### config.mk
export PLATFORM = sky130hd
export DESIGN_NAME = bch_encoder_flat
export DESIGN_NICKNAME = d
export VERILOG_FILES = /design/src/rtl/bch_pkg.sv /design/src/rtl/bch_encoder_if.sv /design/src/rtl/bch_parity_lfsr.sv /design/src/rtl/bch_encoder.sv /design/src/flat_wrapper.sv
export SDC_FILE = /design/constraint.sdc
export NUM_CORES = 1
export LEC_CHECK = 0
export ABC_AREA = 1
export BUFFER_PORTS_ARGS = -buffer_cell sky130_fd_sc_hd__buf_2
export CAP_MARGIN = 20
export CORE_UTILIZATION = 32
export DETAILED_ROUTE_END_ITERATION = 8
export SETUP_SLACK_MARGIN = 0.2
export SLEW_MARGIN = 20
export SYNTH_ARGS = -nofsm -noshare
export SYNTH_HDL_FRONTEND = slang
export SYNTH_SLANG_ARGS = --single-unit
### constraint.sdc
create_clock -name clk -period 1.8 [get_ports clk]
set_clock_uncertainty 0.2 [all_clocks]
set_input_delay 0.45 -clock clk [delete_from_list [all_inputs] [get_ports clk]]
set_output_delay 0.45 -clock clk [all_outputs]
set_load 0.02 [all_outputs]
### src/rtl/bch_pkg.sv
// bch_pkg: shared BCH(63,51) t=2 constants and encoder state type.
package bch_pkg;
  localparam int BCH_N = 63;
  localparam int BCH_K = 51;
  localparam int BCH_PAR = 12;
  localparam logic [6:0] GF_POLY = 7'b1000011;
  localparam logic [12:0] BCH_GEN = 13'h1539;
  localparam logic [12:0] BCH_GEN_REV = 13'h1395;
  typedef enum logic {ST_MSG, ST_PARITY} t_bch_enc_state;
endpackage

### src/rtl/bch_encoder_if.sv
// bch_encoder_if: 1-bit valid/ready input and output streams of the encoder.
interface bch_encoder_if;
  logic in_valid;
  logic in_data;
  logic in_ready;
  logic out_valid;
  logic out_data;
  logic out_last;
  logic out_ready;
  modport master (output in_valid, in_data, out_ready, input in_ready, out_valid, out_data, out_last);
  modport slave (input in_valid, in_data, out_ready, output in_ready, out_valid, out_data, out_last);
endinterface

### src/rtl/bch_parity_lfsr.sv
// bch_parity_lfsr: divides the message by the reciprocal generator, then shifts the remainder out MSB first.
module bch_parity_lfsr
  import bch_pkg::*;
#(
  parameter int PAR_LEN = BCH_PAR,
  parameter logic [PAR_LEN:0] POLY = BCH_GEN_REV
) (
  input  logic clk,
  input  logic rst,
  input  logic i_load_bit,
  input  logic i_shift_out,
  input  logic i_bit,
  output logic o_msb
);
  logic [PAR_LEN-1:0] r_lfsr;
  logic w_fb;
  assign w_fb = i_bit ^ r_lfsr[PAR_LEN-1];
  assign o_msb = r_lfsr[PAR_LEN-1];
  always_ff @(posedge clk) begin
    if (rst) r_lfsr <= '0;
    else if (i_load_bit) r_lfsr <= {r_lfsr[PAR_LEN-2:0], 1'b0} ^ (w_fb ? POLY[PAR_LEN-1:0] : '0);
    else if (i_shift_out) r_lfsr <= {r_lfsr[PAR_LEN-2:0], 1'b0};
  end
endmodule

### src/rtl/bch_encoder.sv
// bch_encoder: bit-serial systematic BCH(63,51) encoder, message bits first then 12 parity bits.
module bch_encoder
  import bch_pkg::*;
#(
  parameter int MSG_LEN = BCH_K,
  parameter int PAR_LEN = BCH_PAR,
  parameter logic [PAR_LEN:0] GEN_POLY = BCH_GEN_REV
) (
  input logic clk,
  input logic rst,
  bch_encoder_if.slave bus
);
  localparam logic [5:0] LAST_MSG = 6'(MSG_LEN - 1);
  localparam logic [5:0] LAST_BIT = 6'(MSG_LEN + PAR_LEN - 1);
  t_bch_enc_state r_state, w_state_nxt;
  logic [5:0] r_bit_cnt, w_cnt_nxt;
  logic r_out_valid, r_out_data, r_out_last;
  logic w_load, w_in_ready, w_in_xfer, w_par_load, w_lfsr_msb;
  // The output stage can take a new bit when empty or draining this cycle.
  assign w_load = !r_out_valid | bus.out_ready;
  always_comb begin
    w_state_nxt = r_state;
    w_cnt_nxt = r_bit_cnt;
    w_in_ready = 1'b0;
    w_in_xfer = 1'b0;
    w_par_load = 1'b0;
    if (r_state == ST_MSG) begin
      w_in_ready = w_load & !rst;
      w_in_xfer = w_in_ready & bus.in_valid;
      w_cnt_nxt = w_in_xfer ? r_bit_cnt + 6'd1 : r_bit_cnt;
      w_state_nxt = (w_in_xfer && r_bit_cnt == LAST_MSG) ? ST_PARITY : ST_MSG;
    end else begin
      w_par_load = w_load;
      w_cnt_nxt = !w_load ? r_bit_cnt : (r_bit_cnt == LAST_BIT) ? 6'd0 : r_bit_cnt + 6'd1;
      w_state_nxt = (w_load && r_bit_cnt == LAST_BIT) ? ST_MSG : ST_PARITY;
    end
  end
  always_ff @(posedge clk) begin
    if (rst) begin
      r_state <= ST_MSG;
      r_bit_cnt <= '0;
    end else begin
      r_state <= w_state_nxt;
      r_bit_cnt <= w_cnt_nxt;
    end
  end
  always_ff @(posedge clk) begin
    if (rst) begin
      r_out_valid <= 1'b0;
      r_out_data <= 1'b0;
      r_out_last <= 1'b0;
    end else if (w_load) begin
      r_out_valid <= w_in_xfer | w_par_load;
      r_out_last <= w_par_load & (r_bit_cnt == LAST_BIT);
      if (w_in_xfer) r_out_data <= bus.in_data;
      else if (w_par_load) r_out_data <= w_lfsr_msb;
    end
  end
  bch_parity_lfsr #(.PAR_LEN(PAR_LEN), .POLY(GEN_POLY)) u_lfsr (
    .clk(clk),
    .rst(rst),
    .i_load_bit(w_in_xfer),
    .i_shift_out(w_par_load),
    .i_bit(bus.in_data),
    .o_msb(w_lfsr_msb)
  );
  assign bus.in_ready = w_in_ready;
  assign bus.out_valid = r_out_valid;
  assign bus.out_data = r_out_data;
  assign bus.out_last = r_out_last;
endmodule

### src/flat_wrapper.sv
// flat-port wrapper written by rule: the top's interface ports become plain ports
module bch_encoder_flat import bch_pkg::*;
#(
  parameter int MSG_LEN = BCH_K,
  parameter int PAR_LEN = BCH_PAR,
  parameter logic [PAR_LEN:0] GEN_POLY = BCH_GEN_REV
)
  (clk, rst, bus_in_valid, bus_in_data, bus_out_ready, bus_in_ready, bus_out_valid, bus_out_data, bus_out_last);
  bch_encoder_if bus_i ();
  input logic clk;
  input logic rst;
  input wire logic [$bits(bus_i.in_valid)-1:0] bus_in_valid;
  input wire logic [$bits(bus_i.in_data)-1:0] bus_in_data;
  input wire logic [$bits(bus_i.out_ready)-1:0] bus_out_ready;
  output wire logic [$bits(bus_i.in_ready)-1:0] bus_in_ready;
  output wire logic [$bits(bus_i.out_valid)-1:0] bus_out_valid;
  output wire logic [$bits(bus_i.out_data)-1:0] bus_out_data;
  output wire logic [$bits(bus_i.out_last)-1:0] bus_out_last;
  assign bus_i.in_valid = bus_in_valid;
  assign bus_i.in_data = bus_in_data;
  assign bus_i.out_ready = bus_out_ready;
  assign bus_in_ready = bus_i.in_ready;
  assign bus_out_valid = bus_i.out_valid;
  assign bus_out_data = bus_i.out_data;
  assign bus_out_last = bus_i.out_last;
  bch_encoder #(.MSG_LEN(MSG_LEN), .PAR_LEN(PAR_LEN), .GEN_POLY(GEN_POLY)) u_core (.clk(clk), .rst(rst), .bus(bus_i));
endmodule
# Word level (Yosys, flattened, before mapping)
# Index checks and enable logic that the tools add are counted.
# classes
n_addsub	1
n_mul	0
div	0
order_cmp	0
eq_ne	3
n_shift	0
mux	15
bitwise	7
n_reduce_logical	8
# ops
cell	count
$mux 12	2
$mux 6	4
$eq 6x6->1 const B	2
$xor 12x10->12	1
$mux 10	1
$mux 1	8
$add 6x1->6 const B	1
$reduce_and 2->1	2
$reduce_bool 2->1	2
$and 1x1->1	3
$logic_and 1x1->1	2
$logic_not 1->1	2
$ne 2x2->1 const B	1
$or 1x1->1	2
$xor 1x1->1	1
# totals
regBits	22
latchBits	0
ram_bits	0
mem_bits_ro	0
inputBits	5
wordCells	40
n_memories	0

# Depth between registers and ports, before layout
# depth
ltp_word	7
ltp_mapped	9

# Cells and area by module
# Synthesis repeated with hierarchy kept, for this count alone.
# hier_totals
hier_cells	163
hier_area_um2	1139.8
# modules_own_cells
module	n_inst	cells_per_inst	area_each_um2	seq_area_each_um2
bch_parity_lfsr	1	83	586.8	240.2
bch_encoder	1	80	553.0	200.2

# Worst setup path after synthesis
# OpenSTA, ideal clock, no wires.
# synth_path
path_type	input -> output
startpoint	input port rst
endpoint	output port bus_in_ready
arrival_ns	1.116
setup_slack_ns	0.034
stages	4
n_path_buf	1
path_cell_list	inv_2 > buf_1 > nand2_1 > nor2_1
# synth_via
elab_chain_len	3
# synth_lines
item	line	rtl
from (decl)	flat_wrapper.sv:11	input logic rst;
$logic_not 1->1	bch_encoder.sv:28	w_in_ready = w_load & !rst;
$and 1x1->1	bch_encoder.sv:28	
$mux 1	bch_encoder.sv:27	if (r_state == ST_MSG) begin
to (decl)	flat_wrapper.sv:15	output wire logic [$bits(bus_i.in_ready)-1:0] bus_in_ready;
# Every way passes these cells.

# Final worst setup path
# layout_path
startpoint	register u_core.r_out_valid (netlist: u_core.bus.out_valid)
endpoint	output port bus_in_ready
# layout_via
elab_chain_len	4
# layout_lines
item	line	rtl
from (decl)	bch_encoder.sv:17	logic r_out_valid, r_out_data, r_out_last;
from (signal assigned)	bch_encoder.sv:53	r_out_valid <= w_in_xfer | w_par_load;
$logic_not 1->1	bch_encoder.sv:20	assign w_load = !r_out_valid | bus.out_ready;
$or 1x1->1	bch_encoder.sv:20	
$and 1x1->1	bch_encoder.sv:28	
$mux 1	bch_encoder.sv:27	
# Every way passes these cells.

==> flow_metrics.tcl <==
set metrics [dict create \
    status "finished clean" \
    drt-pass1-iter-count 4 \
    yosysMostFrequentCell "nand2_1" \
    syn_area_um2 1080 \
    cts_tree "built" \
    fin_crit_sh_pct 90.3 \
    start_util_pct 34.6 \
    vias 987 \
    post-route-min-period_ns 1.63 \
    fp.coreArea_um2 3130 \
    chipHeight_um 60.1 \
    cts_inserted_buffers 3 \
    seqPwrFrac_pct 59.5 \
    drt_iter0_drc 45 \
    syn_to_final_growth_pct 18.9 \
    final_area_um2 1280 \
    synthArstFlopShare_pct 0 \
    grt_usage_pct 13.3 \
    maxSlewHeadroom_pct 79.7 \
    arrival_ns 0.98 \
    finalSetupViolations 0 \
    numClockSinks 22 \
    synth_top_area_share_pct 40.7 \
    worst_pin_slew_ns 0.304 \
    cts-htree-levels 1 \
    end_kind "output port" \
    io_pins 9 \
    rsz0062_at_grt "true" \
    syn_nets 159 \
    hold_viol 0 \
    grt_pass1_vias 880 \
    clockPowerShare_pct 24.5 \
    max-cap-violations 0 \
    dp_hpwl_mm 1.42 \
    crit_type "register to output port" \
    grt_max_degree 16 \
    grt_pass1_wl_mm 3.64 \
    synth_edf_count 0 \
    antenna_found_initial 0 \
    postRouteAntennaNets 0 \
    internal_power_mw 0.649 \
    ys_top_cells_by_count "nand2_1, inv_1, dfxtp_1" \
    hold_buffers 0 \
    setup_tns_ns 0 \
    viasPerCell 4.59 \
    row_count 20 \
    worst_skew_pair.late_latency_ns 0.30 \
    fmax_mhz 615 \
    routedWlPerCell_um 9.51 \
    yosysWarnings 0 \
    dieArea_um2 3610 \
    postLayoutCoreUtil_pct 41.1 \
    remaining_drc_errors 0 \
    required_ns 1.15 \
    irDropWorstVdd_uv 195 \
    p_comb_share_pct 15.9 \
    synthesis.instances 152 \
    finalPower_mw 0.884 \
    power.switching_mw 0.235 \
    clk_path_buf_depth 2 \
    start_kind "register" \
    io_buffers 8 \
    drive_gt1_share_pct 25.7 \
    drt-total-wl_mm 2.04 \
    final_max_slew_viol_count 0 \
    clkTransAtPathRegs_ns 0.11 \
    diodes 0 \
    crit_fanout 2 \
    syn_avg_cell_area_um2 7.11 \
    synth_area_leader_cell "dfxtp_1" \
    p_leak_nw 0.618 \
    p_sw_share_pct 26.6 \
    nets 180 \
    ys_top_cells_by_area "dfxtp_1, nand2_1, inv_1, nand3_1, o21ai_0" \
    ys_seq_elements 22 \
    grt_overflow 0 \
    cts_root_buffer "clkbuf_4" \
    min_path_type "primary input to register" \
    globalplace.congestion 0.808 \
    dpl_cell_area_um2 1170 \
    ys.flop_type "dfxtp_1" \
    die_w_um 60.1 \
    synth_cell_type_count 24 \
    powerDensity_nw_per_um2 688 \
    ys_seq_area_share_pct 40.7 \
]
-- timing repair --
action | CTS | global route
gates resized for setup | 2 | 9
endpoints found under the hold margin | 0 | 0
endpoints found under the setup margin | 2 | 15
cloned | 0 | 0
setup buffers | 1 | 8
pin swaps | 2 | 4
-- power by group through the flow --
stage               Combinational (mW)  Sequential (mW)  Clock, mW
global placement                 0.117            0.536          0
global route                     0.160            0.530      0.263
finish                           0.141            0.526      0.217
detailed placement               0.119            0.536          0
CTS                              0.122            0.525      0.233
floorplan                       0.0901            0.536          0
-- cell families after synthesis --
group           Yosys count  share of synthesized area, %
simple gates             69                          29.9
fa+ha+maj                 2                          2.31
xor+xnor                  1                          1.51
flops                    22                          40.7
buf+inv                  34                          13.7
compound gates           24                          11.9
-- final cells by class --
| type | count | area (um^2) |
|---|---|---|
| Timing Repair Buffer | 20 | 140 |
| Clock buffer | 3 | 22.5 |
| Fill cell | 312 | 1840 |
| Multi-Input combinational cell | 96 | 504 |
| Tap cell | 44 | 55.1 |
| Sequential cell | 22 | 445 |
| Inverter | 30 | 118 |
-- worst max-delay path, cell delays in order (launching register included) --
cell	delay [ns]
dfxtp_2	0.34
nand2_2	0.06
nand2_1	0.06
nor2_2	0.10
buf_6	0.12
-- per-stage QoR --
stage	std cells	setup WS, ns	hold WS [ns]
floorplan	152	0.204	0.230
detailed placement	203	0.0401	0.257
global route	215	0.0869	0.168
global placement	203	0.0878	0.248
finish	215	0.174	0.191
CTS	207	0.161	0.175
-- metal layers --
layer | vias to the layer above | global-route usage (%) | share of wire [%]
met5 | - | 0 | 0
met4 | 0 | 7.31 | 1.4
met3 | 4 | 1.95 | 2.0
met2 | 17 | 21.5 | 46
met1 | 449 | 16.8 | 50
li1 | 517 | - | -
-- registers in the layout (all words and copies together), names as in the netlist --
name / flops
u_core.bus.out_last: 1
u_core.bus.out_valid: 1
u_core.bus.out_data: 1
u_core.u_lfsr.r_lfsr: 12
u_core.r_bit_cnt: 6
u_core.r_state: 1
-- cell usage in the layout (no fill, tap or decap), drive strengths merged --
cell    Yosys  layout
dfxtp      22      22
a21oi      11      11
o21ai      12      12
a31oi       1       1
clkbuf      0       3
buf         4      20
ha          2       2
nor2       14      14
inv        29      30
nand2      35      35
nand4       3       3
xor2        1       1
nand3      14      14
nor3        3       3
-- final timing paths --
path                                                             end                            startpoint  depth (start not counted)  slack, ns
worst min register to register  u_core.u_lfsr.r_lfsr[0]$_SDFFE_PP0P_  u_core.u_lfsr.r_lfsr[0]$_SDFFE_PP0P_                          2       0.28
worst max-delay path                                    bus_in_ready     u_core.bus.out_valid$_SDFFE_PP0N_                          4       0.17
worst min-delay path               u_core.bus.out_valid$_SDFFE_PP0N_                                   rst                          2       0.19
worst max register to register      u_core.r_bit_cnt[4]$_SDFFE_PP0P_     u_core.bus.out_valid$_SDFFE_PP0N_                          9       0.28
Power figures use the tool's default switching activity.
